--- src/rtl/dco_freq_counter.sv ---
// rtl/dco_freq_counter.sv - DCO frequency counter: measures ref_in periods in clk_in cycles and flags lock
//
// Ports:
//   clk_in      DCO clock, the only clock domain
//   reset       asynchronous active-high reset
//   ref_in      reference clock, asynchronous to clk_in (synchronized internally)
//   enable      measurement enable; low forces IDLE and clears lock state
//   target      expected clk_in cycles per ref_in period
//   tol         allowed absolute deviation from target
//   count_out   last measured ref_in period (saturates at 2^CNT_W-1)
//   count_valid one-cycle pulse when count_out updates
//   overflow    one-cycle pulse when a period exceeds the counter range
//   locked      level, high after LOCK_N consecutive in-tolerance periods
module dco_freq_counter #(
    parameter int CNT_W  = 16,
    parameter int TOL_W  = 8,
    parameter int LOCK_N = 4
) (
    input  logic             clk_in,
    input  logic             reset,
    input  logic             ref_in,
    input  logic             enable,
    input  logic [CNT_W-1:0] target,
    input  logic [TOL_W-1:0] tol,
    output logic [CNT_W-1:0] count_out,
    output logic             count_valid,
    output logic             overflow,
    output logic             locked
);

    typedef enum logic [1:0] {IDLE, ARM, MEASURE} state_t;

    localparam logic [CNT_W-1:0] CNT_MAX  = '1;
    localparam logic [3:0]       LOCK_TGT = 4'(LOCK_N);
    localparam int               DW       = (CNT_W + 1 > TOL_W) ? CNT_W + 1 : TOL_W;

    state_t           state, state_next;
    logic             ref_s1, ref_s2, ref_s3;
    logic             ref_edge;
    logic [CNT_W-1:0] counter;
    logic [3:0]       streak, streak_next;
    logic             meas_done, sat_hit;
    logic [CNT_W-1:0] meas_val;
    logic [CNT_W:0]   meas_ext, target_ext, diff;
    logic [DW-1:0]    dev_cmp, tol_cmp;
    logic             in_tol;

    assign ref_edge = ref_s2 & ~ref_s3;

    // An edge arriving with the counter already saturated would be 2^CNT_W;
    // clamp it rather than let it wrap to 0.
    assign meas_val   = (counter == CNT_MAX) ? CNT_MAX : counter + 1'b1;
    assign meas_ext   = {1'b0, meas_val};
    assign target_ext = {1'b0, target};
    assign diff       = (meas_ext >= target_ext) ? meas_ext - target_ext : target_ext - meas_ext;
    assign dev_cmp    = DW'(diff);
    assign tol_cmp    = DW'(tol);
    assign in_tol     = (dev_cmp <= tol_cmp);

    always_comb begin
        streak_next = 4'd0;
        if (in_tol) begin
            streak_next = (streak >= LOCK_TGT) ? LOCK_TGT : streak + 4'd1;
        end
    end

    always_comb begin
        state_next = state;
        meas_done  = 1'b0;
        sat_hit    = 1'b0;
        case (state)
            IDLE:    state_next = ARM;
            ARM:     if (ref_edge) state_next = MEASURE;
            MEASURE: begin
                if (ref_edge) begin
                    meas_done = 1'b1;
                end else if (counter == CNT_MAX) begin
                    sat_hit    = 1'b1;
                    state_next = ARM;
                end
            end
            default: state_next = IDLE;
        endcase
        if (!enable) begin
            state_next = IDLE;
            meas_done  = 1'b0;
            sat_hit    = 1'b0;
        end
    end

    always_ff @(posedge clk_in or posedge reset) begin
        if (reset) begin
            state <= IDLE;
        end else begin
            state <= state_next;
        end
    end

    always_ff @(posedge clk_in or posedge reset) begin
        if (reset) begin
            ref_s1      <= 1'b0;
            ref_s2      <= 1'b0;
            ref_s3      <= 1'b0;
            counter     <= '0;
            streak      <= 4'd0;
            count_out   <= '0;
            count_valid <= 1'b0;
            overflow    <= 1'b0;
            locked      <= 1'b0;
        end else begin
            ref_s1      <= ref_in;
            ref_s2      <= ref_s1;
            ref_s3      <= ref_s2;
            count_valid <= meas_done;
            overflow    <= sat_hit;
            if (!enable) begin
                counter <= '0;
                streak  <= 4'd0;
                locked  <= 1'b0;
            end else if (state == MEASURE) begin
                if (meas_done) begin
                    count_out <= meas_val;
                    counter   <= '0;
                    streak    <= streak_next;
                    locked    <= (streak_next == LOCK_TGT);
                end else if (sat_hit) begin
                    counter <= '0;
                    streak  <= 4'd0;
                    locked  <= 1'b0;
                end else begin
                    counter <= counter + 1'b1;
                end
            end else begin
                counter <= '0;
            end
        end
    end

endmodule

--- config.mk ---
export PLATFORM = sky130hd
export DESIGN_NAME = dco_freq_counter
export DESIGN_NICKNAME = d
export VERILOG_FILES = /design/src/rtl/dco_freq_counter.sv
export SDC_FILE = /design/constraint.sdc
export NUM_CORES = 1
export LEC_CHECK = 0
export BUFFER_PORTS_ARGS = -buffer_cell sky130_fd_sc_hd__buf_2
export CORE_MARGIN = 2
export CORE_UTILIZATION = 65
export DETAILED_ROUTE_END_ITERATION = 8
export HOLD_SLACK_MARGIN = 0.15
export PLACE_DENSITY = 0.88
export SLEW_MARGIN = 30
export SYNTH_ARGS = -nofsm -noshare
export SYNTH_HDL_FRONTEND = slang
export SYNTH_SLANG_ARGS = --single-unit
--- constraint.sdc ---
create_clock -name clk_in -period 7.2 [get_ports clk_in]
set_input_delay 1.08 -clock clk_in [delete_from_list [all_inputs] [get_ports clk_in]]
set_output_delay 1.08 -clock clk_in [all_outputs]
set_load 0.03 [all_outputs]
==> summary.txt, run 1 <==
STA
  • Peak Freq: 173 MHz
  • Max Clock Skew: 0.0157 ns
  • Setup violators final: 0
  • Hold slack: 0.350 ns
  • Worst Max-Slew Pin Slew: 0.645 ns
  • RSZ-0062 raised after global routing: no
  • Min Tclk post-route: 5.77 ns
  • Fin crit share: 80.1%
  • Fin. max-slew vios: 0
  • Setup Total Neg Slack: 0 ns
  • Slew headroom: 56.9%
  • Final hold viol count: 0

Logic synthesis
  • Cell taking the most area after synthesis: dfrtp_1
  • Synth Area in XOR/XNOR: 4.67%
  • Fraction of the yosys area taken by sequential cells: 26.7%
  • Netlist cell types: 69
  • Post-Synth Adder-Cell Area: 14.0%
  • Synth Area in Compound Gates: 23.6%
  • Post-synth EDFFs: 0
  • Top_reg_cell synth: dfrtp_1
  • Yosys top cell area share: 26.7%
  • Largest family of logic cells by synthesized area: compound AO/OA/AOI/OAI gates
  • Largest cells by area after synthesis: dfrtp_1 27%, ha_1 13%, inv_1 4.8%
  • Syn Area/Cell: 8.31 um^2
  • Mux share of post-synthesis cell area: 2.36%
  • Syn Inst Count: 497
  • Post-synth ARST share: 100%
  • Net count after synthesis: 570
  • Synth Register Bits: 44
  • Synth Area in Simple Gates: 20.4%
  • Synth Warn #: 0
  • Post-synthesis cell area: 0.00413 mm^2

GRT
  • GRT Total Usage: 30.4%
  • Antenna violations before repair: 0
  • M2 GR Usage: 50.0%
  • GR peak layer: met2
  • M1 GR Usage: 41.5%
  • GRT Residual Overflow: 0
  • Met3 usage: 4.15%
  • First-pass GRT wire length: 17,300 um
  • Vias in the first global route: 3,648
  • Largest net degree at the start of global routing: 45

Placement
  • Post-DP HPWL: 8220 um
  • Placed instance area: 0.00433 mm^2
  • Routability Congestion: 0.941
  • Port buffer count: 46

Die
  • Die Wd: 83.7 um
  • # IOs: 47
  • FP Rows: 29
  • Die extent in y: 83.7 um
  • Starting Density: 66.2%
  • Die area: 0.00701 mm^2
  • Core footprint: 0.00624 mm^2

Cells and area
  • Synth-to-layout area growth: 7.85%
  • ANT cells: 0
  • Filler instances: 509
  • Final instance area: 0.00445 mm^2
  • Register area: 0.00110 mm^2
  • Nets: 604
  • Area of the multi-input gates: 0.00268 mm^2
  • Layout cells sized above 1: 14.7%

Setup path
  • CP Capture Type: flop
  • CP Class: reg2reg
  • Critical path arrival: 5.98 ns
  • Critical Path RT: 7.41 ns
  • Startpoint Class: flop
  • Crit-path max FO: 17

Min path
  • Hold Crit Class: reg2reg

Routing
  • Post-route ant nets: 0
  • Remaining DRCs: 0
  • WL final: 10,300 um
  • DR iter-0 viols: 255
  • Via count: 3,770
  • First-pass iteration count of the detailed router: 5
  • Via/cell ratio: 6.20
  • Routed len/inst: 17.0 um

Clock network
  • CTS buffer count: 5
  • Postcts setup bufs: 0
  • Cts hold-fix bufs: 0
  • CTS Sinks: 44
  • Clock-pin slew on the worst setup and hold paths: 0.09 ns
  • Worst-Skew Late Latency: 0.30 ns
  • Max Root-Sink Buffers: 2
  • Post-cts resize count: 0
  • CTS H-tree depth: 2
  • Root Driver: clkbuf_8
  • CTS tree: yes

Outcome
  • Outcome: finished clean

Pwr
  • Total power draw: 0.588 mW
  • Leakage Power: 2.30 nW
  • Worst vdd ir: 129 uV
  • Power per Cell Area: 132 mW/mm^2

Run
  • Max_cap viols: 0
[routing by layer]
layer / part of all wire, % / vias to the layer above
met1: 44 / 1801
met3: 5.9 / 19
met5: 0 / -
met2: 48 / 134
met4: 2.0 / 0
li1: - / 1816
[synthesized netlist by cell type, types with 3 or more instances]
cell type  count
xor2_1        13
ha_1          43
buf_2          3
and2_1         8
nor2b_1        4
o21ai_0       32
nand4_1        5
o31ai_1        3
nor3_1         3
nand3_1       12
a31o_1         3
o211ai_1       5
nand2_1       44
o21a_1         4
a21o_1        13
a21oi_1       25
inv_1         53
dfrtp_1       44
xnor2_1        9
clkbuf_1       7
and3_1        19
o21bai_1       4
nand2b_1       6
buf_4          5
mux2i_1        6
o221ai_1       3
a211oi_1      13
a31oi_1        8
nor2_1        41
buf_6          6
nand3b_1       6
[power breakdown]
part | switching [mW] | internal, mW
sequential | 0.00166 | 0.250
clock | 0.0885 | 0.137
combinational | 0.0679 | 0.0438
[worst paths after layout]
| kind | startpoint | cells past startpoint | slack (ns) | endpoint |
|---|---|---|---|---|
| min in group asynchronous | reset | 3 | 0.89 | count_out[14] |
| max in group asynchronous | reset | 3 | 5.93 | count_out[3] |
| worst min register to register | ref_s1 | 0 | 0.35 | ref_s2 |
| worst max-delay path | counter[0] | 23 | 1.43 | streak[1] |
| worst max register to register | counter[0] | 23 | 1.43 | streak[1] |
| worst min-delay path | ref_s1 | 0 | 0.35 | ref_s2 |
[cell type report]
cell class	count	share of cell area, %
sequential	44	24.7
multi-input combinational	379	60.3
clock buffer	5	1.54
clock inverter	2	1.35
inverter	53	4.47
tap	77	2.16
timing repair buffer	48	5.51
[kinds of logic (layout without fill, tap and decap cells)]
family                     Yosys count  in the layout
and+or+nand+nor                    165            165
AOI/OAI and AO/OA                  138            138
buffers and inverters               74            108
adders and majority gates           45             45
DFF                                 44             44
xor gates and xnor gates            22             22
muxes                                9              9
[worst max-delay path, cell delays in order, from the launching register on]
cell and delay, ns:
dfrtp_1 0.43, ha_1 0.26, nand3_1 0.11, inv_1 0.08
and3_1 0.18, nand3_1 0.38, nand2_1 0.16, ha_1 0.50
a21o_1 0.25, a31o_1 0.21, and2_4 0.16, o31a_4 0.34
nor2_2 0.40, a31oi_1 0.22, a311oi_1 0.34, xnor2_1 0.16
ha_1 0.23, and3_1 0.16, o21ai_0 0.08, o21ai_0 0.10
a221oi_1 0.25, nor3b_2 0.29, nand3_2 0.14, o31ai_1 0.24
[placed cells by master (no fill, tap or decap), drive strengths merged, types with 2 or more instances in the layout]
| cell | count |
|---|---|
| a211oi | 15 |
| a21o | 13 |
| a21oi | 25 |
| a221oi | 2 |
| a311oi | 3 |
| a31o | 3 |
| a31oi | 8 |
| and2 | 10 |
| and3 | 19 |
| buf | 48 |
| bufinv | 2 |
| clkbuf | 5 |
| dfrtp | 44 |
| fa | 2 |
| ha | 43 |
| inv | 52 |
| mux2 | 3 |
| mux2i | 6 |
| nand2 | 46 |
| nand2b | 6 |
| nand3 | 13 |
| nand3b | 6 |
| nand4 | 5 |
| nor2 | 42 |
| nor2b | 4 |
| nor3 | 4 |
| nor4 | 2 |
| o211ai | 5 |
| o21a | 4 |
| o21ai | 34 |
| o21bai | 4 |
| o221ai | 3 |
| o22ai | 2 |
| o31a | 3 |
| o31ai | 4 |
| or2 | 3 |
| xnor2 | 9 |
| xor2 | 13 |
[flip-flops by register name, summed over array words and instances, names as in the netlist]
signal	flops
count_out	16
count_valid	1
counter	16
locked	1
overflow	1
ref_s1	1
ref_s2	1
ref_s3	1
state	2
streak	4
[through the flow]
step | setup slack [ns] | utilization [%] | std cells
final | 1.43 | 71.4 | 608
after global routing | 0.996 | 71.4 | 608
after CTS | 1.47 | 71.4 | 608
after detailed placement | 1.52 | 69.3 | 601
after global placement | 1.75 | 69.3 | 601
after floorplan | 2.26 | - | 497
Note: power is estimated with default switching activity, not from simulation.
==> run 2, diff against run 1 <==
- ABC_AREA: not set -> 1
- CORE_UTILIZATION: 65 -> 55
- PLACE_DENSITY: 0.88 -> 0.79
- clock period: 7.2 -> 4.7 ns (I/O delays scaled with it)
==> summary.txt, run 2 <==
Outcome
  • Outcome: finished clean

Setup path
  • Crit path top cell by count: nand2_1
  • Critical path arrival: 4.83 ns (-1.15 ns)
  • CP Class: reg2reg
  • Slowest cell on crit path: dfrtp_1
  • CP Capture Type: flop
  • Critical Path RT: 4.94 ns (-2.47 ns)
  • Startpoint Class: flop
  • Max incr delay on CP: 0.41 ns (-0.09 ns)
  • Worst Reg2Reg Path Length in Cells: 30 (+30%)
  • Crit-path max FO: 7 (-10)

STA
  • Fin crit share: 97.7% (+18 points)
  • Final hold viol count: 0 (unchanged)
  • Worst Max-Slew Pin Slew: 0.884 ns (+0.239 ns)
  • Peak Freq: 218 MHz (+26%)
  • Setup violators final: 0 (unchanged)
  • RSZ-0062 raised after global routing: yes
  • Min Tclk post-route: 4.59 ns (-1.18 ns)
  • Max Clock Skew: 0.0169 ns (+0.00121 ns)
  • Slew headroom: 41.0% (-16 points)
  • Hold slack: 0.370 ns (+0.0201 ns)
  • Fin. max-slew vios: 0 (unchanged)
  • Setup Total Neg Slack: 0 ns (unchanged)

Cells and area
  • Layout cells sized above 1: 21.7% (+7.0 points)
  • Finished Layout Cells: 876 (+44%)
  • Synth-to-layout area growth: 21.5%
  • Commonest non-fill, non-tap cell in the layout: nand2_1
  • Nets: 846 (+40%)
  • Filler instances: 632 (+24%)
  • ANT cells: 0 (unchanged)
  • Most frequent cells in the layout: 215 x nand2_1, 144 x inv_1, 46 x nor2_1, 46 x buf_2, 44 x dfrtp_1
  • Area of the multi-input gates: 0.00305 mm^2 (+14%)
  • Final instance area: 0.00538 mm^2 (+21%)
  • Register area: 0.00110 mm^2 (unchanged)
  • Biggest regs: count_out: 16 flops, counter: 16 flops, streak: 4 flops

Logic synthesis
  • Cell taking the most area after synthesis: dfrtp_1
  • Fraction of the yosys area taken by sequential cells: 24.9% (-1.8 points)
  • Syn Inst Count: 704 (+42%)
  • Net count after synthesis: 777 (+36%)
  • Yosys top cell area share: 24.9% (-1.8 points)
  • Syn Area/Cell: 6.29 um^2 (-24%)
  • Post-synth ARST share: 100% (unchanged)
  • Top_reg_cell synth: dfrtp_1
  • Netlist cell types: 36 (-48%)
  • Post-synthesis cell area: 0.00443 mm^2 (+7.2%)
  • Synth Register Bits: 44 (unchanged)
  • Synth cell count leaders: 228 x nand2_1, 148 x inv_1, 58 x nor2_1
  • Largest cells by area after synthesis: dfrtp_1 25%, nand2_1 19%, inv_1 13%
  • Most numerous cell in the Yosys netlist: nand2_1
  • Synth Warn #: 0 (unchanged)
  • Post-synth EDFFs: 0 (unchanged)

Placement
  • Placed instance area: 0.00482 mm^2 (+11%)
  • Routability Congestion: 0.956 (+1.6%)
  • Post-DP HPWL: 9180 um (+12%)
  • Port buffer count: 46 (unchanged)
  • Placed cell count: 856 (+42%)

Pwr
  • Total power draw: 0.921 mW (+57%)
  • Power per Cell Area: 171 mW/mm^2 (+30%)
  • Combinational share of power: 24.3% (+5.3 points)
  • Worst vdd ir: 143 uV (+11%)
  • Sw Share: 31.6% (+4.8 points)
  • Sequential Power Share: 42.5% (-0.2 points)
  • Leakage Power: 3.10 nW (+34%)
  • NetSw: 0.291 mW (+84%)
  • Clock share of power: 33.2% (-5.1 points)
  • Power Internal: 0.630 mW (+46%)

Clock network
  • CTS H-tree depth: 2 (unchanged)
  • Clock-pin slew on the worst setup and hold paths: 0.10 ns (about the same)
  • Root Driver: clkbuf_8
  • Max Root-Sink Buffers: 2 (unchanged)
  • CTS buffer count: 5 (unchanged)
  • Worst-Skew Late Latency: 0.31 ns (about the same)
  • CTS Sinks: 44 (unchanged)
  • CTS tree: yes
  • Cts hold-fix bufs: 0 (unchanged)

Die
  • Die extent in y: 93.7 um (+12%)
  • Die Wd: 93.7 um (+12%)
  • Core footprint: 0.00777 mm^2 (+24%)
  • FP Rows: 32 (+10%)
  • # IOs: 47 (unchanged)
  • Die area: 0.00878 mm^2 (+25%)
  • Starting Density: 57.0% (-9.2 points)

Routing
  • First-pass iteration count of the detailed router: 5 (unchanged)
  • Post-route ant nets: 0 (unchanged)
  • Routed len/inst: 14.0 um (-18%)
  • Via/cell ratio: 5.25 (-15%)
  • Via count: 4,602 (+22%)
  • Remaining DRCs: 0 (unchanged)
  • DR iter-0 viols: 339 (+33%)
  • WL final: 12,200 um (+19%)

GRT
  • Largest net degree at the start of global routing: 45 (unchanged)
  • Antenna violations before repair: 0 (unchanged)
  • GRT Residual Overflow: 0 (unchanged)
  • GRT Total Usage: 26.7% (-3.7 points)
  • First-pass GRT wire length: 18,800 um (+8.6%)
  • Vias in the first global route: 4,256 (+17%)

Run
  • Max_cap viols: 0 (unchanged)

Min path
  • Hold depth: 0 (unchanged)
  • Hold Crit Class: reg2reg
[run 2: through the flow]
stage / setup WS (ns) / utilization, %
floorplan: 0.376 / -
global placement: 0.124 / 62.0
detailed placement: -0.0555 / 62.0
CTS: 0.00212 / 63.9
global route: -0.300 / 69.2
finish: 0.110 / 69.2
[run 2: final timing paths]
kind                       slack (ns)  startpoint           end
setup / recovery                 0.11  counter[0]        locked
hold / removal                   0.37      ref_s1        ref_s2
setup reg to reg                 0.11  counter[0]        locked
hold reg to reg                  0.37      ref_s1        ref_s2
max in group asynchronous        3.80       reset    counter[8]
min in group asynchronous        0.52       reset  count_out[4]
[run 2: final cells by class]
type                            instances  share of cell area (%)
Inverter                              153                    10.7
Clock inverter                          3                   0.861
Multi-Input combinational cell        499                    56.6
Tap cell                              102                    2.37
Sequential cell                        44                    20.5
Clock buffer                            5                    1.28
Timing Repair Buffer                   70                    7.70
[run 2: critical path, delay by kind of cell, from the launching register on]
family	cells	cell delay, ns
buffers and inverters	3	0.29
AO/OA/AOI/OAI	4	0.54
adder cells (fa/ha/maj)	3	0.82
multiplexers	1	0.22
XOR/XNOR	2	0.40
AND/OR/NAND/NOR	17	1.85
flip-flops	1	0.41
[run 2: repair_timing]
action,4_1_cts,5_1_grt
setup endpoints to repair,2,4
gates resized for setup,8,75
cloned,0,1
buffers inserted,0,11
pin swaps,1,9
[run 2: kinds of logic (layout without fill, tap and decap cells)]
| group | after synthesis | after routing | share of synthesized area (%) |
|---|---|---|---|
| adder cells (fa/ha/maj) | 45 | 45 | 13.1 |
| AO/OA/AOI/OAI | 58 | 58 | 7.12 |
| multiplexers | 2 | 2 | 0.452 |
| XOR/XNOR | 19 | 19 | 3.76 |
| buffers and inverters | 162 | 231 | 14.5 |
| flip-flops | 44 | 44 | 24.9 |
| AND/OR/NAND/NOR | 374 | 375 | 36.3 |
[run 2: power by group through the flow]
stage	sequential, mW	combinational (mW)	clock, mW
4_1_cts	0.391	0.205	0.313
3_3_place_gp	0.397	0.197	0
6_report	0.391	0.224	0.306
5_1_grt	0.392	0.253	0.327
2_1_floorplan	0.408	0.137	0
3_5_place_dp	0.398	0.204	0
[run 2: layer usage]
layer / share of wire, % / track usage [%]
met2: 49 / 45.2
met4: 1.7 / 6.76
met3: 5.5 / 3.77
met5: 0 / 0
met1: 43 / 36.0
==> run 3, diff against run 2 <==
- RECOVER_POWER: not set -> 50
==> summary.txt, run 3 (synthesis results as in run 2) <==
Outcome
  • Outcome: complete, but fails checks
  • Violated checks: capacitance limit, slew limit

Routing
  • WL final: 12,300 um (+0.15%)
  • DR iter-0 viols: 326 (-3.8%)
  • First-pass iteration count of the detailed router: 5 (unchanged)
  • Routed len/inst: 14.0 um (+0.15%)
  • Via count: 4,614 (+0.26%)
  • Remaining DRCs: 0 (unchanged)
  • Via/cell ratio: 5.27 (+0.26%)
  • Post-route ant nets: 0 (unchanged)

Placement
  • DP Worst Slack: -0.0555 ns (unchanged)
  • Routability Congestion: 0.956 (unchanged)
  • Placed instance area: 0.00482 mm^2 (unchanged)
  • Post-DP HPWL: 9180 um (unchanged)
  • Port buffer count: 46 (unchanged)

Cells and area
  • Final instance area: 0.00537 mm^2 (-0.19%)
  • ANT cells: 0 (unchanged)
  • Biggest regs: count_out: 16 flops, counter: 16 flops, streak: 4 flops
  • Commonest non-fill, non-tap cell in the layout: nand2_1
  • Nets: 846 (unchanged)
  • Synth-to-layout area growth: 21.2%
  • Layout cells sized above 1: 20.9% (-0.78 points)
  • Most frequent cells in the layout: 215 x nand2_1, 144 x inv_1, 46 x nor2_1
  • Finished Core Util: 69.1% (-0.13 points)

Clock network
  • CTS buffer count: 5 (unchanged)
  • CTS H-tree depth: 2 (unchanged)
  • CTS Sinks: 44 (unchanged)
  • Clock-pin slew on the worst setup and hold paths: 0.10 ns (about the same)
  • Max Root-Sink Buffers: 2 (unchanged)
  • Worst-Skew Late Latency: 0.31 ns (about the same)
  • Cts hold-fix bufs: 0 (unchanged)
  • CTS tree: yes
  • Root Driver: clkbuf_8

Setup path
  • Reg2Reg Setup Slack: 0.11 ns (about the same)
  • Crit path launch: counter[0]
  • CP Capture Type: flop
  • Crit path top cell by count: nand2_1
  • Critical R2R Capture: locked
  • Crit-path max FO: 7 (unchanged)
  • Crit path capture: locked
  • Reg2reg start: counter[0]
  • Critical Path RT: 4.94 ns (about the same)
  • Worst Reg2Reg Path Length in Cells: 30 (unchanged)
  • CP Class: reg2reg
  • Slowest cell on crit path: dfrtp_1
  • Critical path arrival: 4.84 ns (about the same)
  • Startpoint Class: flop
  • Max incr delay on CP: 0.41 ns (about the same)

GRT
  • Vias in the first global route: 4,256 (unchanged)
  • First-pass GRT wire length: 18,800 um (unchanged)
  • Antenna violations before repair: 0 (unchanged)
  • GRT Residual Overflow: 0 (unchanged)
  • Largest net degree at the start of global routing: 45 (unchanged)
  • GRT Total Usage: 26.7% (unchanged)

Die
  • Die extent in y: 93.7 um (unchanged)
  • Starting Density: 57.0% (unchanged)
  • Die Wd: 93.7 um (unchanged)
  • Core footprint: 0.00777 mm^2 (unchanged)
  • Die area: 0.00878 mm^2 (unchanged)
  • FP Rows: 32 (unchanged)
  • # IOs: 47 (unchanged)

STA
  • RSZ-0062 raised after global routing: yes
  • Max Clock Skew: 0.0161 ns (-0.000795 ns)
  • Fin. max-slew vios: 45 (+45)
  • Setup violators final: 0 (unchanged)
  • Fin crit share: 97.8% (about the same)
  • Peak Freq: 218 MHz (about the same)
  • Slew headroom: -57.8% (-99 points)
  • Min Tclk post-route: 4.59 ns (+0.00403 ns)
  • Final hold viol count: 0 (unchanged)
  • Final WS setup: 0.106 ns (-0.00403 ns)
  • Worst Max-Slew Pin Slew: 2.37 ns (+1.48 ns)

Pwr
  • Power per Cell Area: 172 mW/mm^2 (+0.20%)
  • Total power draw: 0.921 mW (about the same)
  • Leakage Power: 3.07 nW (-0.83%)
  • Worst vdd ir: 143 uV (about the same)

Min path
  • Hold Crit Class: reg2reg

Run
  • Max_cap viols: 1 (+1)
-- run 3: changes by cell type in the layout (fill, tap and decap cells not counted), sizes merged --
cell    delta
buf        -6
clkbuf     +6
-- run 3: area by class of cell --
class	instances	area, um^2
sequential	44	1100
clock buffer	5	68.8
multi-input combinational	499	3050
timing repair buffer	70	404
tap	102	128
inverter	153	574
clock inverter	3	46.3
fill	638	2400
-- run 3: layer usage --
layer	up-vias	track usage, %	part of all wire (%)	routed length [um]
met5	-	0	0	0
met4	0	6.76	1.7	206
met3	18	3.77	5.4	658
met2	151	45.2	49	6040
met1	2166	36.0	44	5350
li1	2279	-	-	-
-- run 3: critical path: cells and delay by family (launching register included) --
family	cells	cell delay, ns
xor+xnor	2	0.40
flops	1	0.41
simple gates	17	1.85
fa+ha+maj	3	0.82
compound gates	4	0.54
mux	1	0.22
buf+inv	3	0.29
-- run 3: worst min path at each step --
stage / from / to / slack (ns) / depth (start not counted)
floorplan: ref_s1 / ref_s2 / 0.33 / 0
global placement: ref_s1 / ref_s2 / 0.34 / 0
detailed placement: ref_s1 / ref_s2 / 0.34 / 0
CTS: ref_s1 / ref_s2 / 0.37 / 0
global route: ref_s1 / ref_s2 / 0.38 / 0
finish: ref_s1 / ref_s2 / 0.37 / 0
-- run 3: repair_timing --
action | in CTS | in global routing
resized for setup | 8 | 75
pin swaps | 1 | 9
cloned | 0 | 1
setup endpoints to repair | 2 | 4
setup buffers | 0 | 11
-- run 3: where the power goes --
group          leakage [nW]  switching [mW]  total (mW)  internal, mW
clock                0.0548           0.146       0.306         0.160
combinational          2.41           0.142       0.224        0.0823
sequential            0.604         0.00447       0.391         0.387
total                  3.07           0.292       0.921         0.629
-- run 3: per-stage QoR --
step | hold slack [ns] | TNS, ns | cells
global route | 0.381 | -0.922 | 876
floorplan | 0.331 | 0 | 704
global placement | 0.343 | 0 | 856
detailed placement | 0.343 | -0.0622 | 856
CTS | 0.374 | 0 | 864
finish | 0.370 | 0 | 876
